### config.mk
export PLATFORM = sky130hd
export DESIGN_NAME = fir_coef_loader
export DESIGN_NICKNAME = d
export VERILOG_FILES = /design/src/rtl/fir_pkg.sv /design/src/rtl/fir_coef_bank.sv /design/src/rtl/fir_coef_loader.sv
export SDC_FILE = /design/constraint.sdc
export NUM_CORES = 1
export LEC_CHECK = 0
export ABC_CLOCK_PERIOD_IN_PS = 12500
export BUFFER_PORTS_ARGS = -buffer_cell sky130_fd_sc_hd__buf_2
export CELL_PAD_IN_SITES_DETAIL_PLACEMENT = 0
export CELL_PAD_IN_SITES_GLOBAL_PLACEMENT = 1
export CORE_ASPECT_RATIO = 0.75
export CORE_MARGIN = 4
export CORE_UTILIZATION = 40
export DETAILED_ROUTE_END_ITERATION = 6
export GPL_ROUTABILITY_DRIVEN = 0
export HOLD_SLACK_MARGIN = 0.06
export PLACE_DENSITY_LB_ADDON = 0.1
export SETUP_SLACK_MARGIN = 0.02
export SYNTH_ARGS = -nofsm -noshare
export SYNTH_HDL_FRONTEND = slang
export SYNTH_HIERARCHICAL = 1
export SYNTH_SLANG_ARGS = --single-unit
### constraint.sdc
create_clock -name fir_clk -period 12.5 [get_ports fir_clk]
set_clock_uncertainty 0.05 [all_clocks]
set_input_delay 0.625 -clock fir_clk [delete_from_list [all_inputs] [get_ports fir_clk]]
set_output_delay 0.625 -clock fir_clk [all_outputs]
set_load 0.05 [all_outputs]
### src/rtl/fir_pkg.sv
// Shared types and helpers for the FIR coefficient loader and coefficient mux wiring.
// Latency: n/a (types and constant functions only).
// Backpressure: n/a.
package fir_pkg;

  typedef enum logic [1:0] {
    IDLE,
    PAD,
    ARMED,
    SYNC
  } fir_state_t;

  function automatic int max1_clog2(input int v);
    return (v <= 1) ? 1 : $clog2(v);
  endfunction

  // LSB position of coefficient k inside a flat packed coefficient bus
  function automatic int coef_lsb(input int k, input int w);
    return k * w;
  endfunction

endpackage

### src/rtl/fir_coef_bank.sv
// N x W coefficient register bank with a single write port and a flat read-out.
// Latency: a write is visible on flat the cycle after the enabling edge.
// Backpressure: none; out-of-range indices are ignored.
module fir_coef_bank
  import fir_pkg::*;
#(
  parameter int N    = 8,
  parameter int W    = 18,
  parameter int IDXW = 3
) (
  input  logic           fir_clk,
  input  logic           fir_rst,
  input  logic           en,
  input  logic [IDXW-1:0] idx,
  input  logic [W-1:0]   data,
  output logic [N*W-1:0] flat
);

  logic [W-1:0] mem [N];

  always_ff @(posedge fir_clk or posedge fir_rst) begin
    if (fir_rst) begin
      for (int k = 0; k < N; k++) mem[k] <= '0;
    end else if (en && (int'(idx) < N)) begin
      mem[idx] <= data;
    end
  end

  for (genvar k = 0; k < N; k++) begin : g_flat
    assign flat[coef_lsb(k, W) +: W] = mem[k];
  end

endmodule

### src/rtl/fir_coef_loader.sv
// Double-buffered FIR coefficient controller: shadow writes, zero-pad, frame-aligned swap, resync.
// Latency: commit-to-swap = 1 + (N-n) pad cycles + frame alignment; then N resync cycles.
// Backpressure: wr_ready low and commits dropped (commit_drop pulse) whenever not IDLE.
module fir_coef_loader
  import fir_pkg::*;
#(
  parameter int FIR_COEF_WIDTH = 18,
  parameter int FIR_DSP_NR     = 4,
  parameter int FIR_TM         = 2,
  parameter int COUNT_WIDTH    = max1_clog2(FIR_TM),
  parameter int IDXW           = max1_clog2(FIR_TM * FIR_DSP_NR)
) (
  input  logic                                     fir_clk,
  input  logic                                     fir_rst,
  input  logic [COUNT_WIDTH-1:0]                   count_in,
  input  logic                                     wr_valid,
  output logic                                     wr_ready,
  input  logic [IDXW-1:0]                          wr_idx,
  input  logic [FIR_COEF_WIDTH-1:0]                wr_data,
  input  logic                                     commit,
  input  logic [31:0]                              n_active,
  output logic [FIR_TM*FIR_DSP_NR*FIR_COEF_WIDTH-1:0] coefs_flat,
  output logic                                     bank_sel,
  output logic                                     busy,
  output logic                                     commit_drop
);

  localparam int N = FIR_TM * FIR_DSP_NR;
  localparam int W = FIR_COEF_WIDTH;
  localparam logic [IDXW:0]        N_P      = (IDXW + 1)'(N);
  localparam logic [IDXW:0]        LAST_P   = (IDXW + 1)'(N - 1);
  localparam logic [COUNT_WIDTH-1:0] CNT_LAST = COUNT_WIDTH'(FIR_TM - 1);

  fir_state_t       state, state_nxt;
  logic [IDXW:0]    ptr, ptr_nxt;
  logic             bank_sel_q, bank_sel_nxt;
  logic             drop_q;
  logic [IDXW:0]    n_clamp;
  logic             wr_en;
  logic [IDXW-1:0]  wr_addr;
  logic [W-1:0]     wr_val;
  logic [N*W-1:0]   flat_a, flat_b, active_flat;
  logic [W-1:0]     active_coef;

  assign n_clamp     = (n_active > 32'(N)) ? N_P : n_active[IDXW:0];
  assign active_flat = bank_sel_q ? flat_b : flat_a;
  assign active_coef = active_flat[coef_lsb(int'(ptr[IDXW-1:0]), W) +: W];

  always_ff @(posedge fir_clk or posedge fir_rst) begin
    if (fir_rst) begin
      state      <= IDLE;
      ptr        <= '0;
      bank_sel_q <= 1'b0;
      drop_q     <= 1'b0;
    end else begin
      state      <= state_nxt;
      ptr        <= ptr_nxt;
      bank_sel_q <= bank_sel_nxt;
      drop_q     <= commit && (state != IDLE);
    end
  end

  always_comb begin
    state_nxt    = state;
    ptr_nxt      = ptr;
    bank_sel_nxt = bank_sel_q;
    wr_en        = 1'b0;
    wr_addr      = wr_idx;
    wr_val       = wr_data;
    case (state)
      IDLE: begin
        // a write in the commit cycle lands first, so it is part of the committed set
        wr_en = wr_valid && ({1'b0, wr_idx} < N_P);
        if (commit) begin
          ptr_nxt   = n_clamp;
          state_nxt = (n_clamp < N_P) ? PAD : ARMED;
        end
      end
      PAD: begin
        wr_en   = 1'b1;
        wr_addr = ptr[IDXW-1:0];
        wr_val  = '0;
        ptr_nxt = ptr + 1'b1;
        if (ptr == LAST_P) state_nxt = ARMED;
      end
      ARMED: begin
        if (count_in == CNT_LAST) begin
          bank_sel_nxt = ~bank_sel_q;
          ptr_nxt      = '0;
          state_nxt    = SYNC;
        end
      end
      SYNC: begin
        // bank_sel already points at the new set; refresh the old bank from it
        wr_en   = 1'b1;
        wr_addr = ptr[IDXW-1:0];
        wr_val  = active_coef;
        ptr_nxt = ptr + 1'b1;
        if (ptr == LAST_P) begin
          ptr_nxt   = '0;
          state_nxt = IDLE;
        end
      end
      default: state_nxt = IDLE;
    endcase
  end

  fir_coef_bank #(.N(N), .W(W), .IDXW(IDXW)) u_bank_a (
    .fir_clk (fir_clk),
    .fir_rst (fir_rst),
    .en      (wr_en && bank_sel_q),
    .idx     (wr_addr),
    .data    (wr_val),
    .flat    (flat_a)
  );

  fir_coef_bank #(.N(N), .W(W), .IDXW(IDXW)) u_bank_b (
    .fir_clk (fir_clk),
    .fir_rst (fir_rst),
    .en      (wr_en && !bank_sel_q),
    .idx     (wr_addr),
    .data    (wr_val),
    .flat    (flat_b)
  );

  assign coefs_flat  = active_flat;
  assign bank_sel    = bank_sel_q;
  assign busy        = (state != IDLE);
  assign wr_ready    = (state == IDLE);
  assign commit_drop = drop_q;

endmodule

==> results.yml, run 1 <==
sta:
  holdWs_ns: 0.119
  rsz0062_at_grt: "false"
  slew_viol_final: 0
  finalCritPeriodShare: 0.355
  slew-limit-headroom: 0.138
  max_freq_mhz: 225
  worst_slew_pin_slew_ns: 1.29
  finalHoldViolCount: 0
  min_period_ns: 4.44
  setup_viol: 0
  tns_ns: 0
  fin_ws_ns: 8.06
die:
  core_um2: 37400
  initial_utilization: 0.409
  die_w_um: 234
  rows: 61
  die_area_um2: 41400
  io_pins: 206
  die_h_um: 177
route:
  drcViolationCount: 0
  ant_nets: 0
  drt_pass1_iterations: 5
  vias: 9780
  drt-total-wl_mm: 45.4
  wl_per_cell_um: 25.1
  dr.first_iter.drc_count: 613
  viasPerCell: 5.42
setup_path:
  r2r-start: "bank_sel"
  crit_fanout: 59
  reg2regPathDepth: 7
  end_kind: "register"
  required_ns: 12.90
  ff2ff_setup_slack_ns: 8.06
  crit_path_start: "bank_sel"
  r2r-end: "u_bank_b/flat[143]"
  critPathArrivalTime_ns: 4.84
  crit_end: "u_bank_b/flat[143]"
  critical_path_class: "reg -> reg"
  critPathLaunchType: "register"
clocking:
  post_cts_buffers: 0
  clk_path_buf_depth: 3
  clk_transition_reported_paths_ns: 0.06
  cts_made_buffers: 34
  cts_resized: 0
  numClockSinks: 296
  root_buffer: "clkbuf_16"
  postCtsHoldBufs: 0
  clk-insertion-delay-late_ns: 0.52
  cts_tree: "built"
  htreeDepth: 2
synth:
  yosysSeqAreaShare: 0.485
  synth.top_cell.area_share: 0.485
  syn-num-nets: 1147
  ys_types: 52
  yosys_register_bits: 296
  synthTopCellsByArea: "dfrtp_1 48%, mux2_2 29%, mux4_2 5.3%, mux2_4 2.3%, nor2_1 1.8%"
  synth_top_area_cell: "dfrtp_1"
  synth_area_per_cell_um2: 14.1
  synthFlopType: "dfrtp_1"
  syn_area_um2: 15300
  yosys_warnings: 6
  synth_cells: 1084
  async_reset_ff_frac: 1.00
  synth-edff-count: 0
global_routing:
  grt_pass1_vias: 10000
  gr-usage-all-layers: 0.219
  grt_pass1_wl_mm: 68.4
  overflow: 0
  antenna_found_initial: 0
  grt_start_max_net_pins: 89
placement:
  dp_slack_ns: 8.07
  portBuffers: 205
  dp_hpwl_mm: 30.2
worst_hold_path:
  hold_path.class: "in -> async"
final_layout:
  drive_gt1_frac: 0.589
  mostFrequentLayoutCells: "391 x mux2_2, 294 x dfrtp_1, 205 x buf_2"
  utilization: 0.476
  mostFrequentLayoutCell: "mux2_2"
  syn2layout_area_growth_pct: 16.6
  nNetsFinal: 1341
job:
  maxCapViolCount: 0
run_status:
  status: "completed"
## through the flow
step | area (um2) | instances
2_1_floorplan | 15300 | 1084
3_3_place_gp | 16700 | 1746
3_5_place_dp | 16700 | 1746
4_1_cts | 17800 | 1805
5_1_grt | 17800 | 1805
6_report | 17800 | 1806
## worst min-delay path by stage
stage	startpoint	endpoint	slack (ns)	depth (start not counted)
5_1_grt	fir_rst	bank_sel	0.14	2
3_3_place_gp	u_bank_b/flat[124]	u_bank_b/flat[124]	0.43	1
2_1_floorplan	fir_rst	bank_sel	0.39	1
6_report	fir_rst	bank_sel	0.12	2
3_5_place_dp	u_bank_b/flat[114]	u_bank_b/flat[114]	0.44	1
4_1_cts	fir_rst	bank_sel	0.1	2
## flip-flops by register name (all words and copies together) (netlist names)
signal	count
commit_drop	1
bank_sel	1
state	2
u_bank_a/flat	144
ptr	4
u_bank_b/flat	144
## area by class of cell
type,instances,area (um2)
antenna,1,2.50
clock buffer,47,1000
clock inverter,12,114
fill,3446,19600
inverter,9,43.8
multi-input combinational,704,7370
sequential,296,7410
tap,504,631
timing repair buffer,233,1240
## metal layers
metal / GRT usage / wire length, um / vias to the layer above
met5: 0 / 0 / -
met1: 0.363 / 24100 / 5163
met4: 0.0324 / 438 / 0
met3: 0.0367 / 1920 / 31
met2: 0.301 / 18900 / 179
li1: - / - / 4407
## synthesized netlist by cell type (3+ instances only)
library cell,count
mux4_2,36
or3b_1,14
o21ai_0,5
o211ai_1,19
a22oi_1,18
buf_4,20
mux2_4,23
dfrtp_1,296
nor2b_1,4
nand4b_2,6
nor2_1,74
mux2_2,391
buf_1,7
or3b_2,3
buf_6,12
mux2_1,20
o31a_1,18
nor4_1,7
ha_1,5
and4bb_2,4
clkbuf_1,11
nand2_1,23
buf_2,23
inv_1,8
## logic make-up (layout without fill, tap and decap cells)
group,count (synthesis),in the layout,share of synthesized area
AO/OA/AOI/OAI,72,72,0.0364
flip-flops,296,296,0.485
multiplexers,471,471,0.379
XOR/XNOR,1,1,0.000573
adder cells (fa/ha/maj),5,5,0.00409
other,0,1,0
buffers and inverters,84,301,0.0348
AND/OR/NAND/NOR,155,155,0.0601
## critical path, stage by stage (launching register included)
cell and delay, ns:
dfrtp_4 0.73, buf_4 0.71, buf_4 0.79, mux2_2 0.31
nor2_1 0.04, o31a_1 0.26, o211ai_1 1.00, mux2_2 0.33
Power of run 1 is not shown: default switching activity piles up to over one toggle a cycle in this logic, so the estimate is an artifact.
==> inputs of run 2 (changes only) <==
- ABC_CLOCK_PERIOD_IN_PS: 12500 -> 4600
- clock period: 12.5 -> 4.6 ns (I/O delays scaled with it)
==> run 2 against run 1 <==
  * Die area stayed put
  * First-iteration DRC count is 12% lower
  * Critical path type unchanged
  * Register-to-register slack worse by 6.8 ns
  * Critical endpoint is now u_bank_a/flat[95]
==> results.yml, run 2 (synthesized netlist as in run 1, its figures left out) <==
die:
  io_pins: 206
  initial_utilization: 0.409
  core_um2: 37400
  die_h_um: 177
  die_area_um2: 41400
  die_w_um: 234
  rows: 61
sta:
  slew-limit-headroom: 0.156
  max_freq_mhz: 300
  min_period_ns: 3.34
  finalCritPeriodShare: 0.725
  finalHoldViolCount: 0
  rsz0062_at_grt: "false"
  setup_viol: 0
  worst_slew_pin_slew_ns: 1.26
  slew_viol_final: 0
  tns_ns: 0
global_routing:
  grt_pass1_wl_mm: 68.4
  overflow: 0
  grt_start_max_net_pins: 86
  gr-usage-all-layers: 0.217
  grt_pass1_vias: 10300
  antenna_found_initial: 1
worst_hold_path:
  hold_path.class: "in -> reg"
placement:
  portBuffers: 205
  dp_hpwl_mm: 30.6
route:
  drt-total-wl_mm: 44.8
  wl_met1_mm: 22.9
  drcViolationCount: 0
  wl_per_cell_um: 24.6
  dr.first_iter.drc_count: 541
  ant_nets: 0
  dr_wl_met3_mm: 2.37
  viasPerCell: 5.37
  wl_met2_mm: 19.0
  vias: 9782
  top_layer_used: "met4"
  drt_pass1_iterations: 4
setup_path:
  crit_chain: "buf_12 -> buf_4 -> mux4_2 -> a22oi_1 -> o211ai_1 -> buf_4 -> mux2_2"
  critPathMaxStageDelay_ns: 0.83
  crit_family: "buffers and inverters"
  worst-path-buf-inv: 3
  required_ns: 4.99
  crit_fanout: 43
  critPathLaunchType: "register"
  end_kind: "register"
  cp_slowest_cell: "dfrtp_4"
  cp_common_cell: "buf_4"
  critPathArrivalTime_ns: 3.73
  critical_path_class: "reg -> reg"
run_status:
  status: "completed"
final_layout:
  mostFrequentLayoutCell: "mux2_2"
  nNetsFinal: 1359
  syn2layout_area_growth_pct: 17.7
  mostFrequentLayoutCells: "391 x mux2_2, 294 x dfrtp_1, 205 x buf_2"
  drive_gt1_frac: 0.585
job:
  maxCapViolCount: 0
clocking:
  cts_tree: "built"
  clk_path_buf_depth: 3
  root_buffer: "clkbuf_16"
  cts_made_buffers: 31
  numClockSinks: 296
  clk_transition_reported_paths_ns: 0.06
  clk-insertion-delay-late_ns: 0.57
  htreeDepth: 1
## run 2: changes by cell type in the layout (fill, tap and decap cells not counted)
cell / change
buf_6: +1
clkbuf_1: +3
buf_12: +6
bufinv_16: +1
dlygate4sd3_1: +9
clkinv_2: -2
clkbuf_8: -1
clkbuf_16: -4
inv_6: -1
buf_4: +5
## run 2: timing repair
item,in CTS,in global routing
endpoints found under the hold margin,157,0
setup buffers,0,0
gates resized for setup,0,0
hold buffers,9,0
## run 2: per-layer routing
metal	vias to the layer above	track usage
met5	-	0
met3	36	0.0384
met4	0	0.0292
met1	5094	0.353
li1	4454	-
met2	198	0.306
## run 2: cell type report
| cell class | instances | area [um2] |
|---|---|---|
| Antenna cell | 1 | 2.50 |
| Clock buffer | 45 | 898 |
| Clock inverter | 10 | 125 |
| Fill cell | 3416 | 19400 |
| Inverter | 9 | 43.8 |
| Multi-Input combinational cell | 704 | 7370 |
| Sequential cell | 296 | 7410 |
| Tap cell | 504 | 631 |
| Timing Repair Buffer | 254 | 1500 |
## run 2: metrics by stage
stage | util | worst slack, ns | area [um2] | cells | hold WS [ns]
CTS | 0.480 | 1.25 | 18000 | 1821 | 0.0702
floorplan | - | 0.454 | 15300 | 1084 | -0.00434
finish | 0.481 | 1.26 | 18000 | 1823 | 0.0980
global placement | 0.451 | 1.29 | 16900 | 1757 | 0.245
detailed placement | 0.451 | 1.27 | 16900 | 1757 | 0.250
global route | 0.481 | 1.06 | 18000 | 1823 | 0.118
## run 2: final timing paths
| kind | from | endpoint | slack, ns | cells past startpoint |
|---|---|---|---|---|
| max | bank_sel | u_bank_a/flat[95] | 1.26 | 7 |
| min | n_active[25] | ptr[3] | 0.1 | 5 |
| max in group asynchronous | fir_rst | u_bank_b/flat[18] | 3.22 | 4 |
| min reg2reg | u_bank_a/flat[123] | u_bank_a/flat[123] | 0.45 | 1 |
| min in group asynchronous | fir_rst | bank_sel | 0.20 | 3 |
| max reg2reg | bank_sel | u_bank_a/flat[95] | 1.26 | 7 |
## run 2: worst register-to-register path: stages, from the launching register on
cell,delay [ns]
dfrtp_4,0.83
buf_12,0.37
buf_4,0.30
mux4_2,0.52
a22oi_1,0.17
o211ai_1,0.37
buf_4,0.34
mux2_2,0.27
Power of run 2 is left out for the same reason.
==> inputs of run 3 (changes only) <==
- ABC_CLOCK_PERIOD_IN_PS: 4600 -> 3000
- clock period: 4.6 -> 3 ns (I/O delays scaled with it)
==> run 3 against run 2 <==
  * Wire length rose by 3.0%
  * Die area did not move
  * First-iteration DRC count fell by 8.7%
  * Register-to-register slack got worse by 0.97 ns
  * Worst hold slack improved by 0.016 ns
  * Sequential share of layout area fell by 1.2 points
  * Utilization rose by 1.5 points
  * Via count rose by 3.2%
==> results.yml, run 3 (synthesized netlist as in run 1, its figures left out) <==
die:
  initial_utilization: 0.409
  rows: 61
  core_um2: 37400
  die_w_um: 234
  die_h_um: 177
  io_pins: 206
  die_area_um2: 41400
sta:
  min_period_ns: 2.83
  finalHoldViolCount: 0
  finalCritPeriodShare: 0.942
  fin_ws_ns: 0.174
  slew-limit-headroom: 0.397
  slew_viol_final: 0
  tns_ns: 0
  setup_viol: 0
  max_freq_mhz: 354
  worst_slew_pin_slew_ns: 0.902
  rsz0062_at_grt: "false"
clocking:
  clk-insertion-delay-late_ns: 0.53
  cts_made_buffers: 34
  post_cts_buffers: 0
  clk_transition_reported_paths_ns: 0.06
  htreeDepth: 2
  numClockSinks: 296
  cts_tree: "built"
  root_buffer: "clkbuf_16"
  clk_path_buf_depth: 3
route:
  vias: 10100
  drcViolationCount: 0
  wl_per_cell_um: 24.7
  dr.first_iter.drc_count: 494
  drt-total-wl_mm: 46.1
  drt_pass1_iterations: 4
  ant_nets: 0
  viasPerCell: 5.41
global_routing:
  grt_pass1_wl_mm: 69.2
  grt_use_met2: 0.311
  busiest_layer: "met1"
  antenna_found_initial: 0
  grt_start_max_net_pins: 48
  gr-usage-all-layers: 0.222
  grt.met3_usage: 0.0293
  grt_pass1_vias: 10300
  overflow: 0
  grt_use_met1: 0.367
final_layout:
  nNetsFinal: 1401
  mostFrequentLayoutCell: "mux2_2"
  drive_gt1_frac: 0.596
  syn2layout_area_growth_pct: 21.3
  utilization: 0.496
  mostFrequentLayoutCells: "391 x mux2_2, 294 x dfrtp_1, 205 x buf_2"
  diodes: 0
  finalInstanceArea_um2: 18500
placement:
  portBuffers: 205
  dp_slack_ns: 0.309
  post_dp_cell_area_um2: 17400
  dp_hpwl_mm: 32.1
power_and_ir_drop:
  p_total_uw: 24200
  cell_internal_pwr_uw: 13000
  switching_share: 0.464
  clkPwrFrac: 0.166
  p_seq_frac: 0.266
  switchingPower_uw: 11300
  p_leak_uw: 0.00898
  powerDensity_nw_per_um2: 1310
  combPwrFrac: 0.568
  worst_ir_drop_vdd_v: 0.000540
setup_path:
  crit_fanout: 2
  end_kind: "register"
  critical_path_class: "in -> reg"
  required_ns: 3.35
  critPathArrivalTime_ns: 3.17
  critPathLaunchType: "input pin"
worst_hold_path:
  hold_path.class: "in -> reg"
run_status:
  status: "completed"
job:
  maxCapViolCount: 0
-- run 3: cell types whose count changed in the layout (fill, tap and decap cells not counted), moves of 3 or more --
| cell | delta |
|---|---|
| clkbuf_1 | +4 |
| bufinv_16 | -3 |
| buf_12 | +17 |
| clkinvlp_4 | +3 |
| clkbuf_16 | +4 |
| buf_4 | +22 |
-- run 3: power by group through the flow --
stage               Clock (uW)  Combinational (uW)  Sequential, uW
floorplan                    0               10100            6160
global placement             0               13700            6460
detailed placement           0               13800            6500
CTS                       4120               13900            6450
global route              4300               14500            6650
finish                    4030               13800            6450
-- run 3: layout make-up --
| type | instances | area (um2) |
|---|---|---|
| clock inverter | 10 | 85.1 |
| sequential | 296 | 7410 |
| multi-input combinational | 704 | 7380 |
| tap | 504 | 631 |
| inverter | 9 | 41.3 |
| timing repair buffer | 293 | 2000 |
| fill | 3301 | 18900 |
| clock buffer | 51 | 986 |
-- run 3: final timing paths --
| check | slack (ns) | from | endpoint | cells after the start |
|---|---|---|---|---|
| max | 0.17 | n_active[16] | ptr[3] | 9 |
| min | 0.11 | n_active[25] | state[1] | 5 |
| max reg2reg | 0.29 | state[0] | u_bank_a/flat[48] | 8 |
| min reg2reg | 0.45 | u_bank_b/flat[114] | u_bank_b/flat[114] | 1 |
| max in group asynchronous | 1.82 | fir_rst | u_bank_b/flat[5] | 4 |
| min in group asynchronous | 0.16 | fir_rst | ptr[0] | 3 |
-- run 3: worst max-delay path: stages --
cell,delay (ns)
dlygate4sd3_1,0.54
buf_2,0.13
nor4_2,0.24
dlygate4sd3_1,0.58
nand4_1,0.12
dlygate4sd3_1,0.61
o211ai_1,0.16
dlygate4sd3_1,0.57
nand3_1,0.07
-- run 3: what timing repair did --
action	CTS	global route
hold endpoints to repair	64	0
endpoints found under the setup margin	0	1
resized for setup	0	1
hold buffers	10	0
-- run 3: metal layers --
| layer | wire length, um | up-vias | part of all wire |
|---|---|---|---|
| li1 | - | 4538 | - |
| met1 | 24400 | 5320 | 0.53 |
| met2 | 19500 | 196 | 0.42 |
| met3 | 1720 | 39 | 0.037 |
| met4 | 522 | 0 | 0.011 |
| met5 | 0 | - | 0 |
-- run 3: through the flow --
step | instances | hold slack [ns]
finish | 1867 | 0.114
global route | 1867 | 0.177
floorplan | 1084 | -0.0843
detailed placement | 1796 | 0.151
CTS | 1867 | 0.0868
global placement | 1796 | 0.142
(Power assumes the default switching activity.)
